**src/rtl/addsub_serial_if.sv**
```systemverilog
// addsub_serial_if
//   Groups the request and result handshakes of addsub_serial.
//   master : the requester. It drives in_valid/mode/a/b/out_ready and observes
//            in_ready and the result fields.
//   slave  : the arithmetic unit. It drives in_ready/out_valid/sum/cout/ovf/zero.
// Signals
//   in_valid, in_ready  request handshake (mode, a and b are sampled on accept)
//   out_valid, out_ready result handshake (sum, cout, ovf and zero are valid with out_valid)
interface addsub_serial_if #(
  parameter int WIDTH = 16
);
  logic             in_valid;
  logic             in_ready;
  logic             mode;
  logic [WIDTH-1:0] a;
  logic [WIDTH-1:0] b;
  logic             out_valid;
  logic             out_ready;
  logic [WIDTH-1:0] sum;
  logic             cout;
  logic             ovf;
  logic             zero;

  modport master (
    output in_valid, mode, a, b, out_ready,
    input  in_ready, out_valid, sum, cout, ovf, zero
  );

  modport slave (
    input  in_valid, mode, a, b, out_ready,
    output in_ready, out_valid, sum, cout, ovf, zero
  );
endinterface

```
**src/rtl/addsub_serial.sv**
```systemverilog
// addsub_serial
//   Multi-cycle two's-complement adder/subtractor. A WIDTH-bit operation is
//   carried out CHUNK bits per clock through one CHUNK-bit ripple slice, with
//   the carry registered between slices. The result is ready NCH = WIDTH/CHUNK
//   cycles after the request is accepted.
// Ports
//   clk  clock; all state changes on the rising edge
//   rst  asynchronous, active-high reset; returns to IDLE and clears the result
//   bus  addsub_serial_if.slave: request (in_valid/in_ready, mode, a, b) and
//        result (out_valid/out_ready, sum, cout, ovf, zero)
module addsub_serial #(
  parameter int WIDTH = 16,
  parameter int CHUNK = 4
) (
  input  logic           clk,
  input  logic           rst,
  addsub_serial_if.slave bus
);
  localparam int NCH  = WIDTH / CHUNK;
  localparam int IDXW = (NCH > 1) ? $clog2(NCH) : 1;
  localparam logic [IDXW-1:0] LAST_IDX = IDXW'(NCH - 1);

  typedef enum logic [1:0] {
    IDLE = 2'd0,
    RUN  = 2'd1,
    DONE = 2'd2
  } state_t;

  state_t state_reg, state_next;

  logic [WIDTH-1:0] a_reg;
  logic [WIDTH-1:0] b_reg;     // B already inverted for subtract
  logic [WIDTH-1:0] sum_reg;
  logic             carry_reg;
  logic             cout_reg;
  logic             ovf_reg;
  logic [IDXW-1:0]  idx_reg;

  logic             accept;
  logic             last;
  logic [31:0]      base;
  logic [CHUNK-1:0] slice_a;
  logic [CHUNK-1:0] slice_b;
  logic [CHUNK-1:0] slice_sum;
  logic [CHUNK:0]   c;         // c[i] = carry into bit i of the slice

  assign accept = (state_reg == IDLE) && bus.in_valid;
  assign last   = (idx_reg == LAST_IDX);
  assign base   = 32'(idx_reg) * 32'(CHUNK);

  assign slice_a = a_reg[base +: CHUNK];
  assign slice_b = b_reg[base +: CHUNK];

  // One CHUNK-bit ripple slice. Its MSB carry-in (c[CHUNK-1]) is kept
  // visible because on the final slice it is the carry into bit WIDTH-1,
  // which is needed for signed overflow.
  assign c[0] = carry_reg;
  for (genvar gi = 0; gi < CHUNK; gi++) begin : g_ripple
    assign slice_sum[gi] = slice_a[gi] ^ slice_b[gi] ^ c[gi];
    assign c[gi+1]       = (slice_a[gi] & slice_b[gi]) |
                           (c[gi] & (slice_a[gi] ^ slice_b[gi]));
  end

  // State register
  always_ff @(posedge clk or posedge rst) begin
    if (rst) begin
      state_reg <= IDLE;
    end else begin
      state_reg <= state_next;
    end
  end

  // Next-state logic
  always_comb begin
    state_next = state_reg;
    unique case (state_reg)
      IDLE:    if (bus.in_valid)  state_next = RUN;
      RUN:     if (last)          state_next = DONE;
      DONE:    if (bus.out_ready) state_next = IDLE;
      default: state_next = IDLE;
    endcase
  end

  // Handshake outputs are pure decodes of the state register, so there is no
  // combinational path from in_valid or out_ready.
  always_comb begin
    bus.in_ready  = 1'b0;
    bus.out_valid = 1'b0;
    unique case (state_reg)
      IDLE:    bus.in_ready  = 1'b1;
      DONE:    bus.out_valid = 1'b1;
      default: ;
    endcase
  end

  // Datapath: operand capture on accept, one slice per RUN cycle.
  always_ff @(posedge clk or posedge rst) begin
    if (rst) begin
      a_reg     <= '0;
      b_reg     <= '0;
      sum_reg   <= '0;
      carry_reg <= 1'b0;
      cout_reg  <= 1'b0;
      ovf_reg   <= 1'b0;
      idx_reg   <= '0;
    end else if (accept) begin
      // Subtract as a + ~b + 1: invert B here and seed the carry with mode.
      a_reg     <= bus.a;
      b_reg     <= bus.b ^ {WIDTH{bus.mode}};
      carry_reg <= bus.mode;
      idx_reg   <= '0;
    end else if (state_reg == RUN) begin
      sum_reg[base +: CHUNK] <= slice_sum;
      carry_reg              <= c[CHUNK];
      // Wrap to 0 on the final slice so idx never selects past the operand.
      idx_reg                <= last ? '0 : idx_reg + 1'b1;
      if (last) begin
        cout_reg <= c[CHUNK];
        ovf_reg  <= c[CHUNK] ^ c[CHUNK-1];
      end
    end
  end

  assign bus.sum  = sum_reg;
  assign bus.cout = cout_reg;
  assign bus.ovf  = ovf_reg;
  assign bus.zero = ~|sum_reg;
endmodule

```
**src/flat_wrapper.sv**
```systemverilog
// flat-port wrapper written by rule: the top's interface ports become plain ports
module addsub_serial_flat 
#(
  parameter int WIDTH = 16,
  parameter int CHUNK = 4
)
  (clk, rst, bus_in_valid, bus_mode, bus_a, bus_b, bus_out_ready, bus_in_ready, bus_out_valid, bus_sum, bus_cout, bus_ovf, bus_zero);
  addsub_serial_if #(.WIDTH(WIDTH)) bus_i ();
  input  logic clk;
  input  logic rst;
  input wire logic [$bits(bus_i.in_valid)-1:0] bus_in_valid;
  input wire logic [$bits(bus_i.mode)-1:0] bus_mode;
  input wire logic [$bits(bus_i.a)-1:0] bus_a;
  input wire logic [$bits(bus_i.b)-1:0] bus_b;
  input wire logic [$bits(bus_i.out_ready)-1:0] bus_out_ready;
  output wire logic [$bits(bus_i.in_ready)-1:0] bus_in_ready;
  output wire logic [$bits(bus_i.out_valid)-1:0] bus_out_valid;
  output wire logic [$bits(bus_i.sum)-1:0] bus_sum;
  output wire logic [$bits(bus_i.cout)-1:0] bus_cout;
  output wire logic [$bits(bus_i.ovf)-1:0] bus_ovf;
  output wire logic [$bits(bus_i.zero)-1:0] bus_zero;
  assign bus_i.in_valid = bus_in_valid;
  assign bus_i.mode = bus_mode;
  assign bus_i.a = bus_a;
  assign bus_i.b = bus_b;
  assign bus_i.out_ready = bus_out_ready;
  assign bus_in_ready = bus_i.in_ready;
  assign bus_out_valid = bus_i.out_valid;
  assign bus_sum = bus_i.sum;
  assign bus_cout = bus_i.cout;
  assign bus_ovf = bus_i.ovf;
  assign bus_zero = bus_i.zero;
  addsub_serial #(.WIDTH(WIDTH), .CHUNK(CHUNK)) u_core (.clk(clk), .rst(rst), .bus(bus_i));
endmodule
```
**config.mk**
```make
export PLATFORM = sky130hd
export DESIGN_NAME = addsub_serial_flat
export DESIGN_NICKNAME = d
export VERILOG_FILES = /design/src/rtl/addsub_serial_if.sv /design/src/rtl/addsub_serial.sv /design/src/flat_wrapper.sv
export SDC_FILE = /design/constraint.sdc
export NUM_CORES = 1
export LEC_CHECK = 0
export CAP_MARGIN = 20
export CORE_MARGIN = 2
export CORE_UTILIZATION = 45
export DETAILED_ROUTE_END_ITERATION = 8
export DONT_BUFFER_PORTS = 1
export HOLD_SLACK_MARGIN = 0.06
export MAX_ROUTING_LAYER = met4
export SYNTH_ARGS = -nofsm -noshare
export SYNTH_HDL_FRONTEND = slang
export SYNTH_SLANG_ARGS = --single-unit
```
**constraint.sdc**
```tcl
create_clock -name clk -period 3.9 [get_ports clk]
set_clock_uncertainty 0.05 [all_clocks]
set_input_delay 0.585 -clock clk [delete_from_list [all_inputs] [get_ports clk]]
set_output_delay 0.585 -clock clk [all_outputs]
set_load 0.1 [all_outputs]
```
==> impl_metrics.py <==
metrics = {
    "floorplan": {
        "rows": 29,
        "die_w_um": 84.1,
        "start_util_pct": 46.0,
        "ios": 58,
        "die_h_um": 84.1,
        "dieArea_um2": 7080,
        "core_area_um2": 6280,
    },
    "route": {
        "wl_um": 5460,
        "initialDrtViolationCount": 58,
        "drtPass1Iterations": 4,
        "num_vias": 1639,
        "avgViaCountPerCell": 5.75,
        "detail-route-antenna-nets": 0,
        "drc": 0,
        "wl_per_cell_um": 19.2,
    },
    "global_route": {
        "antenna_found_initial": 0,
        "grt_pass1_vias": 1826,
        "grt_max_degree": 56,
        "grt_remaining_overflow": 0,
        "track_usage_pct": 17.4,
        "grt_pass1_wl_um": 9460,
    },
    "place": {
        "portBuffers": 0,
        "gp_congestion": 0.749,
        "hpwl_um": 4010,
        "placed_area_um2": 2920,
    },
    "cts": {
        "cts_resized": 0,
        "clock_latency_ps": 310,
        "cts-buffers-inserted": 5,
        "cts_post_setup_buffers_inserted": 0,
        "holdBufCountCts": 0,
        "root_buffer": "clkbuf_8",
        "clkTransAtPathRegs_ps": 90,
        "clock-sinks": 55,
        "cts.path.max_buffers": 2,
        "cts_tree": "built",
        "cts_max_level": 2,
    },
    "timing": {
        "worst_pin_slew_ps": 1050,
        "min_period_ps": 3210,
        "setup_viol": 0,
        "finalSetupTns_ps": 0,
        "slew_violations": 0,
        "rsz0062_at_grt": "no",
        "fin_crit_sh_pct": 82.3,
        "fmax_ghz": 0.312,
        "hold_violations": 0,
        "timing.hold.ws_ps": 210,
        "slew-limit-headroom_pct": 29.7,
    },
    "layout": {
        "nets": 254,
        "diodes": 0,
        "drive_above_1_share_pct": 29.3,
        "final_area_um2": 3030,
        "syn_to_final_growth_pct": 4.98,
    },
    "yosys": {
        "mappedNetlistNets": 255,
        "synthesis.area_um2": 2890,
        "synth_top_area_share_pct": 47.6,
        "synth_area_leaders": "dfrtp_1, mux2_2, mux4_2, xor2_1, fa_1",
        "synthCells": 208,
        "synth_top_area_cell": "dfrtp_1",
        "synth_cell_types": 37,
        "ys_seq_area_share_pct": 47.6,
        "avgSynthCellArea_um2": 13.9,
        "ys_ff_latch": 55,
        "ys_warn_count": 0,
    },
    "critical_path": {
        "cp-start-kind": "register",
        "critical_path_class": "register to register",
        "cp-end-kind": "register",
        "cp.required_ps": 4040,
        "cp_max_fo": 6,
        "cp.arrival_ps": 3350,
    },
    "min_path": {
        "worstHoldPathType": "input pin to async pin",
    },
    "run_status": {
        "status": "finished clean",
    },
    "run": {
        "timing.max_cap.violations": 0,
    },
}
==> logic make-up after synthesis <==
| group | share of synthesized area (%) |
|---|---|
| DFF | 47.6 |
| and+or+nand+nor | 10.2 |
| AOI/OAI and AO/OA | 5.37 |
| buffers and inverters | 5.20 |
| xor gates and xnor gates | 5.15 |
| muxes | 21.0 |
| adders and majority gates | 5.37 |
==> Yosys cell counts <==
library cell  number
nand2b_1           1
ha_1               6
fa_1               4
clkbuf_1           3
dfrtp_1           55
nor3b_1            1
xor2_1            16
and2_1             2
nor2b_1            3
nand4b_1           4
nor4bb_1           6
or3b_4             1
inv_1             14
a22o_1             5
nor4_1             4
nor2_1             1
nor3b_2            1
mux2_1             2
and4b_1            2
nor3b_4            1
o21bai_1           1
and4_1             1
o31ai_1            1
buf_2              3
mux4_2             8
o21ai_0            1
nor4b_1            1
a21o_1             1
xnor2_1            1
and3b_1            1
buf_6              5
mux2_2            36
a221oi_1           1
o2bb2ai_1          4
buf_4              2
a32o_1             4
nand3b_1           5
==> worst paths after layout <==
check	slack (ps)	startpoint	cells after the start	endpoint
worst min register to register	460	u_core.b_reg[10]	1	u_core.b_reg[10]
worst max-delay path	690	u_core.idx_reg[0]	11	u_core.bus.sum[7]
worst min-delay path	210	rst	1	u_core.a_reg[11]
worst max register to register	690	u_core.idx_reg[0]	11	u_core.bus.sum[7]
min in group clk	330	bus_out_ready	1	u_core.state_reg[1]
max in group asynchronous	3020	rst	2	u_core.a_reg[1]
==> metal layers <==
metal / GRT usage (%) / wire [um] / vias up
met1: 21.0 / 2400 / 836
met4: 3.96 / 48 / 0
met3: 4.25 / 225 / 7
met5: - / 0 / -
li1: - / - / 754
met2: 29.5 / 2790 / 42
==> cell type report <==
| class | instances | area [um2] |
|---|---|---|
| inverter | 14 | 52.6 |
| timing repair buffer | 5 | 57.6 |
| clock inverter | 2 | 12.5 |
| fill | 569 | 3240 |
| clock buffer | 6 | 72.6 |
| sequential | 55 | 1380 |
| tap | 77 | 96.3 |
| multi-input combinational | 126 | 1370 |
==> metrics by stage <==
step	cells	util, %	worst slack, ps
floorplan	208	-	822
global placement	276	46.5	808
detailed placement	276	46.5	697
CTS	284	47.9	683
global route	285	48.3	532
finish	285	48.3	691
==> cells in the final DEF, fill, tap and decap left out, drive strengths merged, types with 5 or more instances in the layout <==
cell    count
buf         5
dfrtp      55
mux4        8
nand3b      5
nor4bb      6
xor2       16
a22o        5
clkbuf      6
mux2       38
ha          6
inv        14
==> worst max-delay path: stages (launching register included) <==
cell and delay, ps:
dfrtp_1 530, mux4_2 550, inv_1 90, fa_1 160, inv_1 50, fa_1 370
inv_1 80, fa_1 210, inv_1 60, fa_1 500, and4b_1 210, mux2_2 250
Power is left out: the tool's default activity adds up to more than one toggle a clock period on the data nets, which glitch-free logic cannot reach.
